File: src/rtl/uart_tx_arb.sv
// Two-source byte arbiter feeding a single uart_tx: one small FIFO per source,
// round-robin grant, and a level-valid/ack handshake with a one-cycle gap between bytes.

module uart_tx_arb_fifo #(
  parameter int DEPTH = 4
) (
  input  logic       clk,
  input  logic       rst,
  input  logic [7:0] wr_data,
  input  logic       wr_valid,
  output logic       wr_ready,
  input  logic       rd_pop,
  output logic [7:0] rd_data,
  output logic       empty
);
  localparam int PW = $clog2(DEPTH);
  localparam int CW = $clog2(DEPTH) + 1;

  logic [7:0]    mem [DEPTH];
  logic [PW-1:0] wr_ptr;
  logic [PW-1:0] rd_ptr;
  logic [CW-1:0] count;
  logic          push;
  logic          pop;

  // Ready comes only from the registered count, so a pop on the same edge never frees a full slot early.
  assign wr_ready = (count != CW'(DEPTH));
  assign empty    = (count == '0);
  assign push     = wr_valid && wr_ready;
  assign pop      = rd_pop && !empty;
  assign rd_data  = mem[rd_ptr];

  // NOTE: the storage array has no reset; only pointers and count define validity, so clearing it is wasted logic.
  always_ff @(posedge clk) begin
    if (push) mem[wr_ptr] <= wr_data;
  end

  // NOTE: sequential state uses non-blocking assignments so every register samples pre-edge values.
  always_ff @(posedge clk or posedge rst) begin
    if (rst) begin
      wr_ptr <= '0;
      rd_ptr <= '0;
      count  <= '0;
    end else begin
      if (push) wr_ptr <= wr_ptr + 1'b1;
      if (pop)  rd_ptr <= rd_ptr + 1'b1;
      case ({push, pop})
        2'b10:   count <= count + 1'b1;
        2'b01:   count <= count - 1'b1;
        default: count <= count;
      endcase
    end
  end
endmodule

module uart_tx_arb #(
  parameter int DEPTH = 4
) (
  input  logic       clk,
  input  logic       rst,
  input  logic [7:0] a_data,
  input  logic       a_valid,
  output logic       a_ready,
  input  logic [7:0] b_data,
  input  logic       b_valid,
  output logic       b_ready,
  output logic [7:0] data,
  output logic       data_valid,
  input  logic       tx_ack,
  output logic       grant_src,
  output logic       busy
);
  typedef enum logic [1:0] {
    IDLE    = 2'd0,
    PRESENT = 2'd1,
    GAP     = 2'd2
  } state_t;

  state_t     state;
  logic       last_grant;
  logic [7:0] a_head;
  logic [7:0] b_head;
  logic       a_empty;
  logic       b_empty;
  logic       a_pop;
  logic       b_pop;
  logic       grant_any;
  logic       grant_sel;

  uart_tx_arb_fifo #(.DEPTH(DEPTH)) u_fifo_a (
    .clk      (clk),
    .rst      (rst),
    .wr_data  (a_data),
    .wr_valid (a_valid),
    .wr_ready (a_ready),
    .rd_pop   (a_pop),
    .rd_data  (a_head),
    .empty    (a_empty)
  );

  uart_tx_arb_fifo #(.DEPTH(DEPTH)) u_fifo_b (
    .clk      (clk),
    .rst      (rst),
    .wr_data  (b_data),
    .wr_valid (b_valid),
    .wr_ready (b_ready),
    .rd_pop   (b_pop),
    .rd_data  (b_head),
    .empty    (b_empty)
  );

  // NOTE: combinational outputs get a default before any branch so no latch is inferred.
  always_comb begin
    grant_sel = 1'b0;
    if (!a_empty && !b_empty) grant_sel = !last_grant;
    else                      grant_sel = a_empty;
  end

  assign grant_any = !a_empty || !b_empty;
  assign a_pop     = (state == IDLE) && grant_any && !grant_sel;
  assign b_pop     = (state == IDLE) && grant_any &&  grant_sel;
  assign busy      = (state != IDLE) || grant_any;

  // last_grant resets to B so that A wins the first tie.
  always_ff @(posedge clk or posedge rst) begin
    if (rst) begin
      state      <= IDLE;
      data       <= 8'h00;
      data_valid <= 1'b0;
      grant_src  <= 1'b0;
      last_grant <= 1'b1;
    end else begin
      case (state)
        IDLE: begin
          if (grant_any) begin
            data       <= grant_sel ? b_head : a_head;
            grant_src  <= grant_sel;
            last_grant <= grant_sel;
            data_valid <= 1'b1;
            state      <= PRESENT;
          end
        end
        PRESENT: begin
          if (tx_ack) begin
            data_valid <= 1'b0;
            state      <= GAP;
          end
        end
        GAP:     state <= IDLE;
        default: state <= IDLE;
      endcase
    end
  end
endmodule

File: config.mk
export PLATFORM = sky130hd
export DESIGN_NAME = uart_tx_arb
export DESIGN_NICKNAME = d
export VERILOG_FILES = /design/src/rtl/uart_tx_arb.sv
export SDC_FILE = /design/constraint.sdc
export NUM_CORES = 1
export LEC_CHECK = 0
export CAP_MARGIN = 10
export CORE_UTILIZATION = 50
export CTS_BUF_LIST = sky130_fd_sc_hd__clkbuf_4
export CTS_CLUSTER_DIAMETER = 200
export DETAILED_ROUTE_END_ITERATION = 8
export DONT_BUFFER_PORTS = 1
export MAX_ROUTING_LAYER = met4
export PLACE_DENSITY = 0.66
export SLEW_MARGIN = 20
export SYNTH_ARGS = -nofsm -noshare
export SYNTH_HDL_FRONTEND = slang
export SYNTH_SLANG_ARGS = --single-unit
File: constraint.sdc
create_clock -name clk -period 2.6 [get_ports clk]
set_input_delay 0.39 -clock clk [delete_from_list [all_inputs] [get_ports clk]]
set_output_delay 0.39 -clock clk [all_outputs]
set_load 0.02 [all_outputs]
# [Word level (Yosys, flattened, before mapping)]
# Memories as Yosys holds them, arrays and structs flattened.
# Cells that the tools add are included.
[totals] mem_bits_rw=64 reg_bits=27 n_memories=2 elab_cells=68
[op_classes] reduce_logical=24 n_eq_ne=9 mux=14 n_addsub=8
[mem_list] memory="u_fifo_a.mem" words=4 width=8 rd=1 rd_ports_with_merged_regs=0 wr=1 line_no="19" rtl="logic [7:0] mem [DEPTH];"
[mem_list] memory="u_fifo_b.mem" words=4 width=8 rd=1 rd_ports_with_merged_regs=0 wr=1 line_no="19"
[ops] operator="$pmux W3 S2" n=2
[ops] operator="$add A2 B1 Y2 const B" n=4
[ops] operator="$logic_and A1 B1 Y1" n=8
[ops] operator="$mux W8" n=1
[ops] operator="$reduce_bool A2 Y1" n=4
[ops] operator="$mux W1" n=7
[ops] operator="$add A3 B1 Y3 const B" n=2
[ops] operator="$eq A2 B1 Y1 const B" n=3
[ops] operator="$logic_not A3 Y1" n=2
[ops] operator="$ne A3 B3 Y1 const B" n=2
[ops] operator="$sub A3 B1 Y3 const B" n=2
[ops] operator="$eq A2 B2 Y1 const B" n=2
[ops] operator="$logic_not A1 Y1" n=4
[ops] operator="$mux W2" n=2
[ops] operator="$ne A2 B2 Y1 const B" n=2
[ops] operator="$pmux W2 S2" n=1
[ops] operator="$reduce_and A2 Y1" n=2
[ops] operator="$reduce_and A3 Y1" n=1
[ops] operator="$logic_not A2 Y1" n=1
[ops] operator="$logic_or A1 B1 Y1" n=2
[ops] operator="$pmux W1 S2" n=1

# [Longest topological paths before layout]
[logic_depth] ltp_word=9 ltp_mapped=9

# [Modules after synthesis]
# A second synthesis with hierarchy kept.
[unflattened] cells_unflattened=207 hier_area_um2=3741.1
[by_module_without_submodules] mod="uart_tx_arb_fifo" n_inst=2 cells_per_inst=80 area_per_inst_um2=1584.0
[by_module_without_submodules] mod="uart_tx_arb" n_inst=1 cells_per_inst=47 area_per_inst_um2=573.0

# [Worst setup path after synthesis]
# OpenSTA, ideal clock, no wires.
[synth_timing] path_type="flip-flop to flip-flop" from="reg u_fifo_a.count[0]" to="reg u_fifo_a.count[2]" arrival_time_ns=2.172 t_required_ns=2.475 stages_incl_launch_ff=10 slack_ns=0.303 path_cell_list="dfrtp_1 > or3_1 > buf_6 > o211a_1 > buf_6 > ha_1 > fa_1 > xnor2_1 > nor2_1 > xor2_1"
[synth_between] elab_chain_len=9
[synth_rtl] item="from (decl)" line_no="22" rtl="logic [CW-1:0] count;"
[synth_rtl] item="from (signal assigned)" line_no="48" rtl="2'b10: count <= count + 1'b1;"
[synth_rtl] item="from (signal assigned)" line_no="49" rtl="2'b01: count <= count - 1'b1;"
[synth_rtl] item="from (signal assigned)" line_no="50" rtl="default: count <= count;"
[synth_rtl] item="$logic_not A3 Y1 (*)" line_no="28" rtl="assign empty = (count == '0);"
[synth_rtl] item="$logic_not A1 Y1" line_no="30, 115, 119"
[synth_rtl] item="$logic_and A1 B1 Y1" line_no="115" rtl="if (!a_empty && !b_empty) grant_sel = !last_grant;"
[synth_rtl] item="$mux W1" line_no="115"
[synth_rtl] item="$logic_not A1 Y1" line_no="120" rtl="assign a_pop = (state == IDLE) && grant_any && !grant_sel;"
[synth_rtl] item="$logic_and A1 B1 Y1" line_no="120"
[synth_rtl] item="$logic_and A1 B1 Y1 (*)" line_no="30" rtl="assign pop = rd_pop && !empty;"
[synth_rtl] item="via u_fifo_a.pop" line_no="24" rtl="logic pop;"
[synth_rtl] item="$eq A2 B1 Y1 / $eq A2 B2 Y1 (equally long branches)" line_no="47" rtl="case ({push, pop})"
[synth_rtl] item="$pmux W3 S2 / $reduce_bool A2 Y1 (equally long branches)"
# Mark *: on every way through the listed nets, which the timed path passes. The rest lies on a longest branch.
# A chain may end at the register's enable or synchronous reset.

# [Final worst setup path]
[layout_timing] from="reg u_fifo_a.count[0]" to="reg u_fifo_a.count[2]"
[layout_between] elab_chain_len=9
[layout_rtl] item="$logic_not A3 Y1" line_no="28"
[layout_rtl] item="$logic_not A1 Y1" line_no="30, 115, 119"
[layout_rtl] item="$logic_and A1 B1 Y1" line_no="115"
[layout_rtl] item="$mux W1" line_no="115"
[layout_rtl] item="$logic_not A1 Y1" line_no="120"
[layout_rtl] item="$logic_and A1 B1 Y1" line_no="120"
[layout_rtl] item="$logic_and A1 B1 Y1" line_no="30"
[layout_rtl] item="$eq A2 B1 Y1 / $eq A2 B2 Y1 (equally long branches)" line_no="47"
[layout_rtl] item="$pmux W3 S2 / $reduce_bool A2 Y1 (equally long branches)"
# Several ways; a longest one is shown, not always the timed one.

==> flow_summary.json <==
{
  "run_status": "finished clean",
  "r2r-start": "u_fifo_a.count[0]",
  "port_buffers": 0,
  "synth-compound-area-share_pct": 4.02,
  "final_nets": 246,
  "synth_top_family_by_area": "multiplexers",
  "cts_inserted_buffers": 9,
  "wirelength_mm": 6.26,
  "ys_ff_latch": 91,
  "gr-total-overflow": 0,
  "layout-drive-gt1-share_pct": 20.2,
  "drt-initial-drc-count": 101,
  "yosysSeqAreaShare_pct": 69.6,
  "synth_area_um2": 3730,
  "critPathMaxFanout": 10,
  "timing.rr.end": "u_fifo_a.count[2]",
  "grt.total_usage_pct": 17.9,
  "yosysTopAreaCellShare_pct": 51.5,
  "fmax_ghz": 0.414,
  "cts.repair.resized": 0,
  "whs_ns": 0.0360,
  "clk_latency_ns": 0.43,
  "fin_skew_ns": 0.0253,
  "slew_violations": 0,
  "wl_per_cell_um": 19.7,
  "fin_tns_setup_ns": 0,
  "r2r_setup_slack_ns": 0.18,
  "grt_antenna_before_repair": 0,
  "p_leak_nw": 1.47,
  "layout_commonest_cell": "edfxtp_1",
  "worstPathRequired_ns": 2.95,
  "num_rows": 31,
  "synth_fp_nets": 236,
  "ir_drop_mv": 0.466,
  "die_h_um": 88.4,
  "cp-start-kind": "register",
  "io_pins": 34,
  "core_region_area_um2": 7250,
  "postCtsSetupRepairBufs": 0,
  "critical_path.slowest_cell": "dfrtp_1",
  "first_pass_iters": 4,
  "final_area_um2": 4000,
  "synthMuxAreaShare_pct": 10.9,
  "slew_headroom_pct": 36.9,
  "cts_hold_buf": 0,
  "synth_xor_area_share_pct": 2.82,
  "min_path_type": "in2reg",
  "final_cell_mix": "edfxtp_1, dfrtp_1, mux4_2",
  "synth_warnings": 0,
  "vias": 1777,
  "grt_max_degree": 28,
  "dp_hpwl_mm": 4.50,
  "ant_nets": 0,
  "clk_pin_slew_ns": 0.16,
  "instances_no_fill": 317,
  "crit_end": "u_fifo_a.count[2]",
  "placed_cells": 300,
  "finalCriticalPeriod_ns": 2.42,
  "crit_path_start": "u_fifo_a.count[0]",
  "synth_cell_types": 33,
  "syn-mean-instance-area_um2": 18.4,
  "synth_cells": 203,
  "placed_cell_area_um2": 3850,
  "crit_arrival_ns": 2.77,
  "place_congestion": 0.750,
  "drc_errors": 0,
  "grt_pass1_vias": 1827,
  "synth_top_area_cell": "edfxtp_1",
  "cap_violations": 0,
  "cts_sinks": 91,
  "rsz0062_at_grt": "false",
  "worst_slew_pin_slew_ns": 0.940,
  "yosys-top-cells-area": "edfxtp_1, dfrtp_1, mux4_2",
  "post-route-period-util_pct": 93.0,
  "crit_type": "reg2reg",
  "ff2ff_path_depth": 7,
  "cts.path.max_buffers": 2,
  "grt_first_pass_wirelength_mm": 9.55,
  "initial_core_util_pct": 51.5,
  "end_kind": "register",
  "routed_via_density": 5.61,
  "cts_tree": "built",
  "htreeDepth": 3,
  "die_x_um": 88.4,
  "die_area_um2": 7810,
  "hold_viol_final": 0,
  "slowest_delay_ns": 0.47,
  "synth-simple-area-share_pct": 5.67,
  "antenna_cells": 0,
  "area_growth_syn_to_layout_pct": 7.07,
  "clockRootBuffer": "clkbuf_4",
  "setup_violations": 0,
  "power.density_nw_per_um2": 1140,
  "synthAdderAreaFrac_pct": 4.43,
  "crit_chain": "or3_1 > o211a_1 > ha_1 > fa_1 > xnor2_1 > nor2_1 > xor2_1"
}
[worst min path at each step]
| stage | from | slack, ns | endpoint | cells past startpoint |
|---|---|---|---|---|
| 5_1_grt | a_data[5] | 0.006 | u_fifo_a.mem[0][5] | 0 |
| 3_5_place_dp | state[1] | 0.45 | state[0] | 1 |
| 6_report | a_data[0] | 0.04 | u_fifo_a.mem[0][0] | 0 |
| 4_1_cts | a_data[1] | 0.01 | u_fifo_a.mem[2][1] | 0 |
| 2_1_floorplan | state[1] | 0.42 | state[0] | 1 |
| 3_3_place_gp | state[1] | 0.43 | state[0] | 1 |
[flip-flops by register name, summed over array words and instances (netlist names)]
signal / count
state: 2
u_fifo_a.wr_ptr: 2
last_grant: 1
u_fifo_b.rd_ptr: 2
u_fifo_a.mem: 32
data_valid: 1
data: 8
u_fifo_a.rd_ptr: 2
grant_src: 1
u_fifo_b.wr_ptr: 2
u_fifo_b.mem: 32
u_fifo_a.count: 3
u_fifo_b.count: 3
[where the power goes]
part	total (mW)	switching, mW	internal, mW
clock network	0.768	0.460	0.309
registers	2.45	0.458	1.99
logic	1.33	0.631	0.702
total	4.55	1.55	3.01
[worst max-delay path, delay by kind of cell (launching register included)]
kind / cells / cell delay [ns]
adder cells (fa/ha/maj): 2 / 0.75
XOR/XNOR: 2 / 0.30
AO/OA/AOI/OAI: 1 / 0.29
flip-flops: 1 / 0.47
AND/OR/NAND/NOR: 2 / 0.55
[per-stage QoR]
stage / total power, mW / worst slack (ns) / util [%]
final: 4.55 / 0.182 / 55.1
after floorplan: 3.46 / 0.303 / -
after CTS: 4.60 / 0.164 / 55.0
after global placement: 3.73 / 0.339 / 53.0
after detailed placement: 3.84 / 0.197 / 53.0
after global routing: 4.84 / 0.0478 / 55.1
[synthesized netlist by cell type]
library cell,count
nand3_1,1
o21a_1,1
buf_2,2
xor2_1,3
nand2_1,1
ha_1,10
nor3_1,2
a221o_1,8
fa_1,2
or3b_1,2
dfstp_2,1
or3_1,2
o31ai_2,1
and4_1,8
edfxtp_1,64
xnor2_1,9
o21ai_2,1
and2_1,2
clkbuf_1,2
a211oi_1,1
mux2_2,4
inv_1,11
nor2_1,4
nand4_1,1
and3_1,8
buf_1,1
dfrtp_1,26
o2111ai_1,1
and3b_1,1
o211a_1,1
buf_6,3
o21ai_0,3
mux4_2,16
[routing by layer]
metal | track usage [%] | part of all wire (%) | vias to the layer above
li1 | - | - | 816
met5 | - | 0 | -
met3 | 5.13 | 5.7 | 7
met1 | 22.0 | 43 | 916
met4 | 8.21 | 1.3 | 0
met2 | 27.8 | 50 | 38
[logic make-up (layout without fill, tap and decap cells)]
logic type | after synthesis | after routing
AOI/OAI and AO/OA | 17 | 17
DFF | 91 | 91
adders and majority gates | 12 | 12
and+or+nand+nor | 32 | 32
muxes | 20 | 20
buffers and inverters | 19 | 34
xor gates and xnor gates | 12 | 12
[area by class of cell]
class                   instances  area [µm²]
clock buffers                  10        75.1
clock inverters                 6        65.1
fillers                       561        3260
inverters                      11        41.3
multi-input cells              93        1040
flip-flops and latches         91        2600
well taps                      99         124
repair buffers                  7        55.1
Note: power is estimated with default switching activity, not from simulation.
==> RTL edit, RTL diff (config.mk and constraints unchanged) <==
`DEPTH` is set to 4 in 2 places; all go to 8.
--- a/src/rtl/uart_tx_arb.sv
+++ b/src/rtl/uart_tx_arb.sv
@@ -3,5 +3,5 @@
 
 module uart_tx_arb_fifo #(
-  parameter int DEPTH = 4
+  parameter int DEPTH = 8
 ) (
   input  logic       clk,
@@ -55,5 +55,5 @@
 
 module uart_tx_arb #(
-  parameter int DEPTH = 4
+  parameter int DEPTH = 8
 ) (
   input  logic       clk,
Check against the original RTL: not equivalent (a bounded check fails within 10 cycles, from zero or initial values and one cycle with rst high).
==> RTL edit against the unedited design <==
- synthesized area up 74%
- hold slack better by 0.18 ns
- routed wire length up 87%
- count of clock-buffer cells in the layout up 8
- sequential cell count up 70
- cell area up 84%
- power up 75%
- sequential share of layout area down 1.6 points
- clock power up 86%
- combinational power up 100%
- setup slack worse by 0.099 ns
- critical path type unchanged
==> RTL edit: results (changes against the unedited design) <==
----------------------------------------------------
[Detailed routing]
  Post-DR vias/cell ... 5.53 (-1.3%)
  Detailed-route via count ... 3263 (+84%)
  DRC marker count from the first detailed-route iteration ... 187 (+85%)
  Total wirelength of the detailed-routed design ... 11700 um (+87%)
  Drt pass-1 iters ... 5 (+1)

[Timing]
  Final hold slack ... 0.220 ns (+0.183 ns)
  Tightest Pin Transition ... 0.909 ns (-0.0314 ns)
  Clock Skews ... 0.0178 ns (-0.00751 ns)
  Fmax achieved ... 397 MHz (-3.9%)

[Yosys]
  Number of different library cells in the post-synthesis netlist ... 39 (+18%)
  Top cell types by occurrence after synthesis ... 128 x sky130_fd_sc_hd__edfxtp_1, 32 x sky130_fd_sc_hd__dfrtp_1, 32 x sky130_fd_sc_hd__mux4_2
  Proportion of register bits with asynchronous set or reset after synthesis ... 20.5% (-9.2 points)
  Count of flip-flops with a built-in enable after synthesis ... 128 (+100%)
  Sequential area share after synthesis ... 71.8% (+2.2 points)

[Setup path]
  Crit-path max cell delay ... 0.57 ns (+0.10 ns)
  Delay-heaviest family, CP ... simple AND/OR/NAND/NOR gates
  Internal reg-to-reg setup slack ... 0.08 ns (-0.10 ns)
  Crit path DAT ... 2.99 ns (+0.22 ns)
  Worst Path Max Fanout ... 5 (-5)

[Pwr]
  Total internal power ... 5.26 mW (+75%)
  Sequential logic power ... 3.88 mW (+58%)
  Power share of the clock group ... 18.0% (+1.1 points)

[Placement]
  Final weighted congestion in routability-driven placement ... 0.721 (-3.8%)
  Detailed placement HPWL ... 7680 um (+71%)
  Cell total after placement ... 537 (+79%)

[Clock network]
  Num CTS Buffers ... 17 (+8)
  Clock slew seen by the registers of the worst setup and hold paths ... 0.13 ns (-0.03 ns)

[Global routing]
  Pin count of the biggest net entering global routing ... 26 (-7.1%)
  Global-route wire length before repair ... 18300 um (+92%)
  Global-route total usage across every layer ... 20.1% (+2.1 points)

[Status]
  Run status ... finished clean

[Finish]
  Number of nets in the finished design ... 436 (+77%)

[Min path]
  Worst hold path stage count ... 2 (+2)

----------------------------------------------------
[RTL edit: timing repair]
item                                   4_1_cts  5_1_grt
endpoints found under the hold margin      140        0
pin swaps                                    0        0
setup buffers                                0        1
setup endpoints to repair                    1        3
hold buffers                                20        0
gates resized for setup                      1        4
[RTL edit: kinds of logic (layout without fill, tap and decap cells)]
logic type	count (synthesis)	count (layout)	synth area share (%)
DFF	161	161	71.8
and+or+nand+nor	70	70	5.27
muxes	52	52	14.2
AOI/OAI and AO/OA	21	21	2.96
buffers and inverters	20	87	1.48
xor gates and xnor gates	17	17	2.29
adders and majority gates	10	10	1.92
[RTL edit: routing by layer]
layer	vias to the layer above	wire length (um)	part of all wire (%)	GRT usage (%)
met2	65	6080	52	33.6
met1	1692	4980	42	23.1
li1	1493	-	-	-
met5	-	0	0	-
met3	13	500	4.3	5.54
met4	0	161	1.4	7.52
[RTL edit: worst min path at each step]
| stage | from | to |
|---|---|---|
| after detailed placement | rst | u_fifo_b.count[3] |
| after global routing | b_valid | u_fifo_b.mem[3][6] |
| after global placement | rst | data_valid |
| after floorplan | last_grant | last_grant |
| final | a_valid | u_fifo_a.wr_ptr[0] |
| after CTS | a_valid | u_fifo_a.wr_ptr[0] |
[RTL edit: area by class of cell]
type / instances / area [sq um]
inverter: 5 / 18.8
clock inverter: 14 / 138
tap: 172 / 215
clock buffer: 18 / 135
sequential: 161 / 4670
multi-input combinational: 170 / 1760
fill: 981 / 5310
timing repair buffer: 50 / 425
[RTL edit: worst reg2reg max path, delay by kind of cell, from the launching register on]
family / cells / cell delay, ns
and+or+nand+nor: 2 / 0.69
AOI/OAI and AO/OA: 2 / 0.45
xor gates and xnor gates: 3 / 0.45
DFF: 1 / 0.40
adders and majority gates: 2 / 0.36
buffers and inverters: 1 / 0.10
